===== config.mk =====
export PLATFORM = sky130hd
export DESIGN_NAME = issue_select
export DESIGN_NICKNAME = d
export VERILOG_FILES = /design/src/rtl/issue_select_pkg.sv /design/src/rtl/issue_select_age_matrix.sv /design/src/rtl/issue_select.sv
export SDC_FILE = /design/constraint.sdc
export NUM_CORES = 1
export LEC_CHECK = 0
export ABC_AREA = 1
export CELL_PAD_IN_SITES_DETAIL_PLACEMENT = 1
export CELL_PAD_IN_SITES_GLOBAL_PLACEMENT = 1
export CORE_MARGIN = 2
export CORE_UTILIZATION = 30
export DETAILED_ROUTE_END_ITERATION = 8
export PLACE_DENSITY = 0.7
export RECOVER_POWER = 100
export SKIP_CTS_REPAIR_TIMING = 1
export SYNTH_ARGS = -nofsm -noshare
export SYNTH_HDL_FRONTEND = slang
export SYNTH_SLANG_ARGS = --single-unit

===== constraint.sdc =====
create_clock -name clk -period 2.2 [get_ports clk]
set_input_delay 0.22 -clock clk [delete_from_list [all_inputs] [get_ports clk]]
set_output_delay 0.22 -clock clk [all_outputs]
set_load 0.02 [all_outputs]

===== src/rtl/issue_select_pkg.sv =====
//------------------------------------------------------------------------------
// Module  : issue_select_pkg
// Brief   : Shared scheduler constants for the oldest-first issue select stage.
// Revision: 1.0 - initial release
//------------------------------------------------------------------------------
`default_nettype none

package issue_select_pkg;

  // Number of scheduler rows tracked by the select stage.
  localparam int unsigned C_SCHED_ROWS = 8;

endpackage : issue_select_pkg

`default_nettype wire


===== src/rtl/issue_select_age_matrix.sv =====
//------------------------------------------------------------------------------
// Module  : age_matrix
// Brief   : Per-row valid bits and pairwise age matrix; exports a one-hot
//           vector selecting the oldest valid, requesting row.
// Revision: 1.0 - initial release
//------------------------------------------------------------------------------
`default_nettype none

module age_matrix
  import issue_select_pkg::*;
#(
  parameter int unsigned NUM_ROWS = C_SCHED_ROWS,
  parameter int unsigned IDX_W    = $clog2(NUM_ROWS)
) (
  input  logic                clk,
  input  logic                rst,
  input  logic                alloc_en_i,
  input  logic [IDX_W-1:0]    alloc_idx_i,
  input  logic [NUM_ROWS-1:0] request_i,
  input  logic                dealloc_en_i,
  input  logic [NUM_ROWS-1:0] dealloc_oh_i,
  input  logic                flush_i,
  output logic [NUM_ROWS-1:0] oldest_oh_o,
  output logic                alloc_err_o
);

  // age_q[i][j] = 1 means row i is older than row j
  logic [NUM_ROWS-1:0] valid_q, valid_d;
  logic [NUM_ROWS-1:0] age_q [NUM_ROWS];
  logic [NUM_ROWS-1:0] age_d [NUM_ROWS];
  logic                alloc_err_q, alloc_err_d;

  logic [NUM_ROWS-1:0] elig;
  logic [NUM_ROWS-1:0] valid_after_free;
  logic                alloc_ok;
  logic                alloc_bad;

  // A row that was just granted drops out of valid, which masks its
  // still-asserted request until the wakeup logic frees it.
  assign elig = request_i & valid_q;

  // A row wins when no other eligible row is older than it (column i clear).
  generate
    for (genvar i = 0; i < NUM_ROWS; i++) begin : g_oldest
      logic [NUM_ROWS-1:0] col;
      for (genvar j = 0; j < NUM_ROWS; j++) begin : g_col
        assign col[j] = age_q[j][i];
      end
      assign oldest_oh_o[i] = elig[i] & ~|(elig & col);
    end
  endgenerate

  // Allocation onto a still-valid row (including the row being granted
  // this cycle) is rejected and flagged; flush suppresses allocation.
  assign alloc_ok  = alloc_en_i & ~valid_q[alloc_idx_i] & ~flush_i;
  assign alloc_bad = alloc_en_i &  valid_q[alloc_idx_i] & ~flush_i;

  assign valid_after_free = dealloc_en_i ? (valid_q & ~dealloc_oh_i) : valid_q;

  // Next-state valid bits: free the granted row, then set the allocated one.
  always_comb begin
    valid_d = valid_after_free;
    if (alloc_ok) begin
      valid_d[alloc_idx_i] = 1'b1;
    end
    if (flush_i) begin
      valid_d = '0;
    end
  end

  // Next-state age matrix: clear granted row/column, make the new row the
  // youngest relative to every row that survives this cycle.
  always_comb begin
    for (int i = 0; i < NUM_ROWS; i++) begin
      for (int j = 0; j < NUM_ROWS; j++) begin
        age_d[i][j] = age_q[i][j];
        if (dealloc_en_i && (dealloc_oh_i[i] || dealloc_oh_i[j])) begin
          age_d[i][j] = 1'b0;
        end
        if (alloc_ok) begin
          if (i == int'(alloc_idx_i)) begin
            age_d[i][j] = 1'b0;
          end else if (j == int'(alloc_idx_i)) begin
            age_d[i][j] = valid_after_free[i];
          end
        end
        if (i == j || flush_i) begin
          age_d[i][j] = 1'b0;
        end
      end
    end
  end

  // Sticky error flag: only reset clears it.
  assign alloc_err_d = alloc_err_q | alloc_bad;

  // State registers for valid, age and the error flag.
  always_ff @(posedge clk) begin
    if (rst) begin
      valid_q     <= '0;
      alloc_err_q <= 1'b0;
      for (int i = 0; i < NUM_ROWS; i++) begin
        age_q[i] <= '0;
      end
    end else begin
      valid_q     <= valid_d;
      alloc_err_q <= alloc_err_d;
      for (int i = 0; i < NUM_ROWS; i++) begin
        age_q[i] <= age_d[i];
      end
    end
  end

  assign alloc_err_o = alloc_err_q;

endmodule : age_matrix

`default_nettype wire


===== src/rtl/issue_select.sv =====
//------------------------------------------------------------------------------
// Module  : issue_select
// Brief   : Oldest-first issue select. Grants the oldest requesting valid row
//           when the functional unit is ready and returns it as a registered
//           row index, mirrored on the free interface back to wakeup.
// Revision: 1.0 - initial release
//------------------------------------------------------------------------------
`default_nettype none

module issue_select
  import issue_select_pkg::*;
#(
  parameter  int unsigned NUM_ROWS = C_SCHED_ROWS,
  localparam int unsigned IDX_W    = $clog2(NUM_ROWS)
) (
  input  logic                clk,
  input  logic                rst,
  input  logic                alloc_en,
  input  logic [IDX_W-1:0]    alloc_row_index,
  input  logic [NUM_ROWS-1:0] request_vector,
  input  logic                fu_ready,
  input  logic                flush,
  output logic                issue_valid,
  output logic [IDX_W-1:0]    issue_row_index,
  output logic                free_en,
  output logic [IDX_W-1:0]    free_row_index,
  output logic                alloc_err
);

  logic [NUM_ROWS-1:0] oldest_oh;
  logic                grant;
  logic [IDX_W-1:0]    win_idx;

  logic                issue_valid_q, issue_valid_d;
  logic [IDX_W-1:0]    issue_row_q, issue_row_d;

  // Flush discards any grant computed in the same cycle.
  assign grant = fu_ready & (|oldest_oh) & ~flush;

  age_matrix #(
    .NUM_ROWS (NUM_ROWS),
    .IDX_W    (IDX_W)
  ) u_age_matrix (
    .clk          (clk),
    .rst          (rst),
    .alloc_en_i   (alloc_en),
    .alloc_idx_i  (alloc_row_index),
    .request_i    (request_vector),
    .dealloc_en_i (grant),
    .dealloc_oh_i (oldest_oh),
    .flush_i      (flush),
    .oldest_oh_o  (oldest_oh),
    .alloc_err_o  (alloc_err)
  );

  // One-hot to index encoder; the select guarantees at most one bit set.
  always_comb begin
    win_idx = '0;
    for (int i = 0; i < NUM_ROWS; i++) begin
      if (oldest_oh[i]) begin
        win_idx = win_idx | IDX_W'(i);
      end
    end
  end

  // Output register next state: index holds when nothing is granted.
  always_comb begin
    issue_valid_d = 1'b0;
    issue_row_d   = issue_row_q;
    if (flush) begin
      issue_row_d = '0;
    end else if (grant) begin
      issue_valid_d = 1'b1;
      issue_row_d   = win_idx;
    end
  end

  // Registered grant outputs.
  always_ff @(posedge clk) begin
    if (rst) begin
      issue_valid_q <= 1'b0;
      issue_row_q   <= '0;
    end else begin
      issue_valid_q <= issue_valid_d;
      issue_row_q   <= issue_row_d;
    end
  end

  assign issue_valid     = issue_valid_q;
  assign issue_row_index = issue_row_q;
  assign free_en         = issue_valid_q;
  assign free_row_index  = issue_row_q;

endmodule : issue_select

`default_nettype wire


# Word-level counts from Yosys, hierarchy flattened
# Memory sizes are Yosys's and may differ from the RTL's.
# Cells that the tools add are included.
# classes
n_lt_le_gt_ge	2
eq_ne	7
mux	305
bitwise	37
reduce_logical	76
# op_table
operator	count
$mux 1	287
$and 8x8->8	10
$mux 8	10
$reduce_or 8->1	9
$logic_and 1x1->1	29
$logic_or 1x1->1	28
$and 1x1->1	14
$eq 3x3->1 const A	4
$mux 3	4
$or 1x1->1	9
$logic_not 1->1	8
$not 8->8	1
$or 8x8->8	1
$eq 2x3->1 const A	2
$lt 3x4->1 const B	1
$mux 2	2
$bmux 1 s3	1
$demux 1 s3	1
$eq 1x3->1 const A	1
$ge 3x1->1 const B	1
$logic_not 3->1	1
$not 1->1	2
$reduce_or 2->1	1
# word_totals
regBits	13
mem_bits_rw	64
in_bits	16
word_cells	432
memories	1
# mem_list
name	depth	width	read_ports	rd_clocked_by_memory_dff	wr	line_no	text
u_age_matrix.age_q	8	8	8	0	8	issue_select_age_matrix.sv:29	logic [NUM_ROWS-1:0] age_q [NUM_ROWS];

# Longest topological paths before layout
# Gate-level depths: netlist of the first run.
# logic_depth
word_depth	15
ltp_mapped	15
ltp_nobuf	13

# Hierarchy
# Synthesis of the first run repeated with hierarchy kept, for this count alone.
# hier_totals
cells_unflattened	709
area_unflattened_um2	4215.3
# modules_own_cells
module	n_inst	cells_each	area_per_inst_um2
age_matrix	1	670	3957.5
issue_select	1	39	257.7

# Worst setup path before layout of the first run
# OpenSTA, ideal clock, no wires.
# synth_timing
kind	register -> register
from	reg u_age_matrix.valid_q[3]
to	reg issue_row_q[1], in the netlist free_row_index[1]
setup_ps	126
arrival_time_ps	1490
setup_slack_ps	584
stages_incl_launch_ff	16
path_buffers	2
path_cell_list	dfxtp_1 buf_4 nand2_1 inv_1 nand2_1 nor2_1 nand2_4 nand2_2 nor2_2 nand2_4 buf_6 nand2_2 nand2_1 nand3_1 inv_1 nor2_2
# synth_between
elab_chain_len	11
word_cells_on_any_way	42
classes_between	6 x mux; 19 x bitwise; 17 x reduce/logical
# synth_rtl
element	line_no	text
start: declaration	issue_select_age_matrix.sv:28	logic [NUM_ROWS-1:0] valid_q, valid_d;
start signal: assignment	issue_select_age_matrix.sv:106	valid_q <= valid_d;
$and 8x8->8 *	issue_select_age_matrix.sv:40	assign elig = request_i & valid_q;
$and 8x8->8	issue_select_age_matrix.sv:49	assign oldest_oh_o[i] = elig[i] & ~|(elig & col);
$reduce_or 8->1	issue_select_age_matrix.sv:49	
$logic_not 1->1	issue_select_age_matrix.sv:49	
$and 1x1->1	issue_select_age_matrix.sv:49	
$mux 2 (2 in series)	issue_select.sv:60	if (oldest_oh[i]) begin
$mux 3 (4 in series)	issue_select.sv:60	
end signal: assignment	issue_select.sv:85	issue_row_q <= issue_row_d;
end: declaration	issue_select.sv:35	logic [IDX_W-1:0] issue_row_q, issue_row_d;
# Mark *: on every way between the ends. The rest lies on a longest branch, timed or not.
# A chain may end at the register's enable or synchronous reset.

==> results of run 1 <==
==> where the power goes <==
| part | total (µW) | switching (µW) | internal, µW |
|---|---|---|---|
| sequential | 1270 | 8.33 | 1260 |
| clock | 1610 | 562 | 1050 |
| combinational | 268 | 163 | 104 |
==> flip-flops by register name, indices dropped and copies added (netlist names) <==
name,flops
u_age_matrix.alloc_err_o,1
free_en,1
free_row_index,3
u_age_matrix.valid_q,8
u_age_matrix.age_q,56
==> kinds of logic (layout without fill, tap and decap cells) <==
logic type             count (synthesis)  in the layout  share of synthesized area
and+or+nand+nor                      429            429                      0.461
buffers and inverters                 84            139                      0.109
DFF                                   69             69                      0.344
AOI/OAI and AO/OA                     65             65                     0.0861
==> cell usage in the layout, fill, tap and decap left out <==
| cell type | synthesis | layout |
|---|---|---|
| clkbuf_8 | 0 | 2 |
| nand2_2 | 17 | 16 |
| clkbuf_2 | 0 | 1 |
| nand4_1 | 2 | 2 |
| nor2_4 | 1 | 1 |
| clkbuf_16 | 0 | 9 |
| inv_1 | 48 | 48 |
| dlymetal6s2s_1 | 0 | 2 |
| bufinv_16 | 0 | 2 |
| nor2_1 | 90 | 89 |
| nand3_1 | 96 | 96 |
| or3_1 | 1 | 1 |
| buf_4 | 19 | 39 |
| dlygate4sd3_1 | 0 | 9 |
| o21ai_0 | 1 | 1 |
| o21ai_1 | 1 | 1 |
| nand2_4 | 3 | 3 |
| nand3_2 | 5 | 5 |
| nor3_1 | 1 | 1 |
| clkinv_2 | 0 | 2 |
| clkbuf_1 | 3 | 1 |
| clkdlybuf4s50_1 | 0 | 13 |
| buf_12 | 0 | 11 |
| dfxtp_1 | 69 | 61 |
| o22ai_4 | 1 | 1 |
| a21oi_1 | 61 | 61 |
| nor2_2 | 3 | 4 |
| nand2_1 | 210 | 211 |
| o21ba_2 | 1 | 1 |
| dfxtp_2 | 0 | 8 |
==> stage by stage <==
step | power, µW | cell area, µm²
after detailed placement | 1560 | 4740
after global routing | 3250 | 5080
after global placement | 1550 | 4740
after floorplan | 1430 | 4010
after CTS | 3160 | 5070
final | 3150 | 5080
==> final timing paths <==
path | startpoint | endpoint | cells past startpoint
worst max-delay path | u_age_matrix.valid_q[7] | u_age_matrix.age_q[0][59] | 11
worst min-delay path | rst | free_en | 2
worst max register to register | u_age_matrix.valid_q[7] | u_age_matrix.age_q[0][59] | 11
worst min register to register | u_age_matrix.alloc_err_o | u_age_matrix.alloc_err_o | 1
==> per-layer routing <==
metal | share of wire | up-vias | global-route usage
li1 | - | 2149 | -
met1 | 0.44 | 2189 | 0.309
met2 | 0.47 | 152 | 0.388
met3 | 0.055 | 34 | 0.0371
met4 | 0.029 | 0 | 0.0838
met5 | 0 | - | 0
==> critical path, cell delays in order, from the launching register on <==
cell	delay, ns
dfxtp_2	0.48
nand2_1	0.09
inv_1	0.06
nand2_1	0.04
nor2_1	0.19
nand2_2	0.11
clkbuf_2	0.16
or3_1	0.31
nand2_1	0.24
nand2_1	0.12
nand2_1	0.09
nor2_1	0.05
==> final cells by class <==
| class | count | area [µm²] | area share |
|---|---|---|---|
| flip-flops and latches | 69 | 1390 | 0.274 |
| clock buffers | 12 | 256 | 0.0505 |
| well taps | 176 | 220 | 0.0434 |
| multi-input cells | 494 | 2200 | 0.432 |
| clock inverters | 4 | 70.1 | 0.0138 |
| inverters | 48 | 180 | 0.0355 |
| repair buffers | 75 | 763 | 0.150 |
==> results.toml, run 1 <==
[detailed_routing]
drc = 0
drtIter0Drc = 368
viasPerCell = 5.15
vias = 4524
drt_pass1_iterations = 4
wl_per_cell_um = 18.4
ant_nets = 0
wl_mm = 16.2

[cts]
path_clk_slew_ns = 0.06
cts_made_buffers = 9
cts_root_buffer = "clkbuf_16"
h-tree-depth = 3
clk-insertion-delay-late_ns = 0.34
cts_sinks = 69
clockBufferDepth = 2
cts_tree = "done"

[finish]
final_core_utilization = 0.386
num-nets-final = 713
final_cells = 878
fillers = 1735
antennaDiodeCount = 0
drive_gt1_frac = 0.150
area_growth_pct = 26.5

[power]
p_leak_uw = 0.00232
irDropWorstVdd_mv = 0.429
power.density_mw_per_mm2 = 620

[place]
gp_congestion = 0.945
io_buffers = 24
dpl.cell_count = 862
place_worst_setup_slack_ns = -0.277
hpwl_mm = 12.0

[setup_path]
cp.arrival_ns = 2.28
rrSetupSlack_ns = 0.15
cp-end-kind = "register"
critPathRequiredTime_ns = 2.43
start_kind = "register"
crit_type = "register to register"
crit_fanout = 10

[floorplanning]
die-width_um = 120
dieHeight_um = 120
rows = 42
ios = 25
initial_core_util = 0.305
core_mm2 = 0.0131
fp.dieArea_mm2 = 0.0143

[synth]
synth_most_common_cell = "nand2_1"
synth_flop_cell = "dfxtp_1"
synth_seq_area_share = 0.344
syn_inst = 647
ys_ff_latch = 69
synth.top_cell.area_share = 0.344
synthTopCellsByCount = "nand2_1 (210), nand3_1 (96), nor2_1 (90)"
synth-edff-count = 0
ys_types = 22
syn_nets = 663
postSynth.asyncResetShare = 0
synth_largest_area_cell = "dfxtp_1"
synthTopCellsByArea = "dfxtp_1 (34%), nand2_1 (20%), nand3_1 (12%), nor2_1 (8.4%), a21oi_1 (7.6%)"
synth_warnings = 0
syn_area_mm2 = 0.00401
synth_area_per_cell_um2 = 6.20

[timing]
setup_violations = 0
layout_setup_ws_ns = 0.146
slew_viol_final = 0
whs_ns = 0.474
worstMarginPinSlew_ns = 0.598
slew_headroom = 0.601
tns_ns = 0
min_period_ns = 2.05
timing.fmax_ghz = 0.487
rsz0062_at_grt = "no"
fin_skew_ns = 0.00688
period_share = 0.933
hold_viol_final = 0

[hold_path]
holdCritPathClass = "input pin to register"

[job]
maxCapViolCount = 0

[global_routing]
gr-total-overflow = 0
grt_pass1_wl_mm = 25.4
antenna_found_initial = 0
grt_pass1_vias = 4607
grt_max_degree = 39
grt.total_usage = 0.234

[status]
run_status = "finished, final reports clean"
Note: power is estimated with default switching activity, not from simulation.
==> run 2, diff against run 1 <==
--- a/config.mk
+++ b/config.mk
@@ -11,7 +11,7 @@
 export CORE_MARGIN = 2
 export CORE_UTILIZATION = 30
 export DETAILED_ROUTE_END_ITERATION = 8
-export PLACE_DENSITY = 0.7
+export PLACE_DENSITY = 0.73
 export RECOVER_POWER = 100
 export SKIP_CTS_REPAIR_TIMING = 1
 export SYNTH_ARGS = -nofsm -noshare
==> constraint.sdc (replaced) <==
create_clock -name clk -period 1.8 [get_ports clk]
set_input_delay 0.18 -clock clk [delete_from_list [all_inputs] [get_ports clk]]
set_output_delay 0.18 -clock clk [all_outputs]
set_load 0.02 [all_outputs]
==> results.toml, run 2 (synthesized netlist as in run 1, its figures left out) <==
[finish]
multi_input_area_mm2 = 0.00280
mostFrequentLayoutCell = "nand2_1"
num-nets-final = 760
finalInstanceArea_mm2 = 0.00609
fillers = 1661
largest-register = "u_age_matrix.age_q"
largest_reg_flops = 56
mostFrequentLayoutCells = "nand2_1 (165), nor2_1 (74), buf_4 (62)"
area_growth_pct = 51.8
ff_latch_area_mm2 = 0.00141
antennaDiodeCount = 0
drive_gt1_frac = 0.374

[setup_path]
crit_type = "register to register"
crit_chain = "buf_6 > nand3_2 > nand2_1 > nor2_2 > nand2_2 > nand2_4 > nor2_4 > nand2_4 > clkbuf_16 > nand3_1 > a21oi_1 > nor2_1"
crit_slowest_cell = "dfxtp_4"
cpPeakStageDelay_ns = 0.40
path_common_cell = "nand2_4"
cp-end-kind = "register"
path_delay_family = "simple AND/OR/NAND/NOR gates"
crit_fanout = 6
rr_worst_depth = 12
cp.arrival_ns = 2.23
critPathRequiredTime_ns = 2.08
crit_cells = 12
start_kind = "register"
path_buf_inv = 2

[power]
p_leak_uw = 0.00266
seq_power_share = 0.416
clkPwrFrac = 0.467
p_sw_frac = 0.269
net-switching-power_uw = 995
power.density_mw_per_mm2 = 607
comb_power_share = 0.117
internal-power_uw = 2700
irDropWorstVdd_mv = 0.405

[timing]
slew_viol_final = 0
worstMarginPinSlew_ns = 0.710
rsz0062_at_grt = "yes"
tns_ns = -3.48
layout_setup_ws_ns = -0.159
setup_violations = 60
period_share = 1.09
slew_headroom = 0.526
fin_skew_ns = 0.00531
timing.fmax_ghz = 0.511
hold_viol_final = 0
min_period_ns = 1.96

[cts]
cts_sinks = 69
h-tree-depth = 3
cts_made_buffers = 9
cts_root_buffer = "clkbuf_16"
path_clk_slew_ns = 0.06
cts_tree = "done"
clk-insertion-delay-late_ns = 0.35
clockBufferDepth = 2

[floorplanning]
rows = 42
dieHeight_um = 120
die-width_um = 120
core_mm2 = 0.0131
fp.dieArea_mm2 = 0.0143
ios = 25
initial_core_util = 0.305

[job]
maxCapViolCount = 0

[place]
gp_congestion = 0.912
placedInstanceArea_mm2 = 0.00488
hpwl_mm = 12.2
place_worst_setup_slack_ns = -0.670
io_buffers = 24

[global_routing]
grt.total_usage = 0.239
gr-total-overflow = 0
grt_max_degree = 36
antenna_found_initial = 0
grt_pass1_wl_mm = 26.0
grt_pass1_vias = 4765

[detailed_routing]
drt_pass1_iterations = 6
drc = 0
vias = 5005
drtIter0Drc = 375
viasPerCell = 5.41
wl_per_cell_um = 20.9
ant_nets = 0
wl_mm = 19.3

[hold_path]
holdCritPathClass = "input pin to register"
min_path_cells = 2

[status]
violations = "setup timing"
run_status = "finished, violations left"
[run 2: cell count changes in the layout (fill, tap and decap cells not counted), moves of 20 or more]
cell	delta
nand3_2	+26
nand2_2	+32
nand2_1	-46
buf_6	+20
buf_4	+23
nand3_1	-35
[run 2: path summary, 6_finish.rpt]
check / from / endpoint / slack [ns]
max: u_age_matrix.valid_q[7] / u_age_matrix.age_q[0][51] / -0.16
min: rst / free_en / 0.48
max reg2reg: u_age_matrix.valid_q[7] / u_age_matrix.age_q[0][51] / -0.16
min reg2reg: free_row_index[2] / free_row_index[2] / 0.48
[run 2: layer usage]
| layer | track usage | wire length (µm) |
|---|---|---|
| met2 | 0.385 | 9280 |
| met4 | 0.111 | 887 |
| met1 | 0.312 | 7740 |
| met3 | 0.0413 | 1410 |
| met5 | 0 | 0 |
[run 2: area by class of cell]
| type | count | share of cell area |
|---|---|---|
| Clock buffer | 12 | 0.0421 |
| Clock inverter | 4 | 0.00370 |
| Inverter | 48 | 0.0312 |
| Multi-Input combinational cell | 497 | 0.460 |
| Sequential cell | 69 | 0.231 |
| Tap cell | 176 | 0.0361 |
| Timing Repair Buffer | 119 | 0.196 |
[run 2: metrics by stage]
stage	instances	hold WS, ns	power [µW]	utilization
2_1_floorplan	647	0.252	1750	-
3_3_place_gp	885	0.457	1900	0.371
3_5_place_dp	885	0.454	1910	0.371
4_1_cts	901	0.434	3600	0.392
5_1_grt	925	0.482	3790	0.464
6_report	925	0.478	3700	0.464
[run 2: power by group through the flow]
stage | combinational [µW] | clock, µW | sequential [µW]
global placement | 320 | 0 | 1580
finish | 431 | 1730 | 1540
floorplan | 176 | 0 | 1580
detailed placement | 331 | 0 | 1580
global route | 458 | 1790 | 1540
CTS | 333 | 1720 | 1550
==> run 3, diff against run 2 <==
==> constraint.sdc (replaced) <==
create_clock -name clk -period 1.8 [get_ports clk]
set_input_delay 0.27 -clock clk [delete_from_list [all_inputs] [get_ports clk]]
set_output_delay 0.27 -clock clk [all_outputs]
set_load 0.02 [all_outputs]
==> results.toml, run 3 (synthesized netlist as in run 1, its figures left out) <==
[status]
run_status = "finished, violations left"
violations = "setup timing"

[global_routing]
gr-total-overflow = 0
grt.total_usage = 0.243
grt_pass1_wl_mm = 26.4
antenna_found_initial = 0
grt_max_degree = 26
grt_pass1_vias = 4921

[detailed_routing]
top_layer_used = "met4"
drc = 0
met3_length_mm = 1.42
route.met2.wl_mm = 10.7
vias = 5203
wl_per_cell_um = 22.9
drt_pass1_iterations = 5
viasPerCell = 5.48
ant_nets = 0
wl_mm = 21.7
drt-met1-wl_mm = 8.56
drtIter0Drc = 480

[cts]
h-tree-depth = 3
cts_root_buffer = "clkbuf_16"
cts_sinks = 69
path_clk_slew_ns = 0.06
clk-insertion-delay-late_ns = 0.35
cts_made_buffers = 9
clockBufferDepth = 2
cts_tree = "done"

[timing]
worstMarginPinSlew_ns = 0.676
period_share = 1.14
rsz0062_at_grt = "yes"
tns_ns = -10.24
timing.fmax_ghz = 0.489
slew_viol_final = 0
fin_skew_ns = 0.0111
layout_setup_ws_ns = -0.245
hold_viol_final = 0
min_period_ns = 2.04
setup_violations = 68
slew_headroom = 0.549
whs_ns = 0.487

[setup_path]
crit_slowest_cell = "clkdlybuf4s50_1"
rr_worst_depth = 12
path_buf_inv = 3
cp.arrival_ns = 2.31
crit_chain = "clkdlybuf4s50_1 > buf_6 > nand3_1 > nand2_1 > nor2_1 > nand2_2 > nand2_4 > nor2_4 > nand2_4 > buf_4 > nand3_1 > a21oi_1 > nor2_1"
start_kind = "input pin"
path_delay_family = "simple AND/OR/NAND/NOR gates"
critPathRequiredTime_ns = 2.07
crit_type = "input pin to register"
crit_fanout = 8
crit_cells = 13
cp-end-kind = "register"
cpPeakStageDelay_ns = 0.47

[finish]
final_cells = 949
antennaDiodeCount = 0
drive_gt1_frac = 0.420
largest-register = "u_age_matrix.age_q"
num-nets-final = 784
area_growth_pct = 61.0
fillers = 1631
finalInstanceArea_mm2 = 0.00646
mostFrequentLayoutCell = "nand2_1"
mostFrequentLayoutCells = "nand2_1 (168), buf_4 (83), nor2_1 (71)"
largest_reg_flops = 56

[hold_path]
min_path_cells = 1
holdCritPathClass = "register to register"

[floorplanning]
die-width_um = 120
initial_core_util = 0.305
ios = 25
dieHeight_um = 120
fp.dieArea_mm2 = 0.0143
core_mm2 = 0.0131
rows = 42

[place]
dpl.cell_count = 901
placedInstanceArea_mm2 = 0.00500
hpwl_mm = 12.5
io_buffers = 24
gp_congestion = 0.919

[power]
irDropWorstVdd_mv = 0.438
power.density_mw_per_mm2 = 581
p_leak_uw = 0.00284

[job]
maxCapViolCount = 0
-- run 3: cell types whose count changed in the layout (fill, tap and decap cells not counted), moves of 5 or more --
cell | before | now
nand2_4 | 17 | 24
nand3_4 | 9 | 14
a21oi_1 | 44 | 35
nand3_1 | 61 | 51
buf_4 | 62 | 83
nand2_2 | 48 | 38
a21oi_2 | 17 | 26
nand3_2 | 31 | 36
-- run 3: power breakdown --
| part | leakage (µW) | switching, µW | total [µW] | internal [µW] |
|---|---|---|---|---|
| combinational | 0.00214 | 287 | 471 | 184 |
| sequential | 0.000563 | 10.8 | 1540 | 1530 |
| clock | 0.000138 | 742 | 1740 | 1000 |
-- run 3: path summary, 6_finish.rpt --
path | start | end | slack [ns]
worst max register to register | u_age_matrix.valid_q[2] | u_age_matrix.age_q[0][32] | -0.24
worst min-delay path | u_age_matrix.alloc_err_o | u_age_matrix.alloc_err_o | 0.49
worst max-delay path | request_vector[1] | u_age_matrix.age_q[0][32] | -0.24
worst min register to register | u_age_matrix.alloc_err_o | u_age_matrix.alloc_err_o | 0.49
-- run 3: worst reg2reg max path: cells and delay by family (launching register included) --
family	cells	cell delay, ns
simple gates	9	1.09
flops	1	0.42
buf+inv	2	0.32
compound gates	1	0.11
-- run 3: final cells by class --
class | instances | area (µm²) | area share
multi-input combinational | 497 | 2970 | 0.460
sequential | 69 | 1410 | 0.218
timing repair buffer | 143 | 1380 | 0.214
clock buffer | 12 | 256 | 0.0397
tap | 176 | 220 | 0.0341
inverter | 48 | 195 | 0.0302
clock inverter | 4 | 22.5 | 0.00349
-- run 3: layer usage --
layer,global-route usage,up-vias
li1,-,2307
met1,0.301,2560
met2,0.412,251
met5,0,-
met4,0.0978,0
met3,0.0513,85
-- run 3: per-stage QoR --
stage	worst slack (ns)	util	power (µW)
floorplan	0.184	-	1750
global placement	-0.717	0.380	1920
detailed placement	-0.758	0.380	1930
CTS	-0.442	0.402	3630
global route	-0.274	0.492	3840
finish	-0.245	0.492	3750
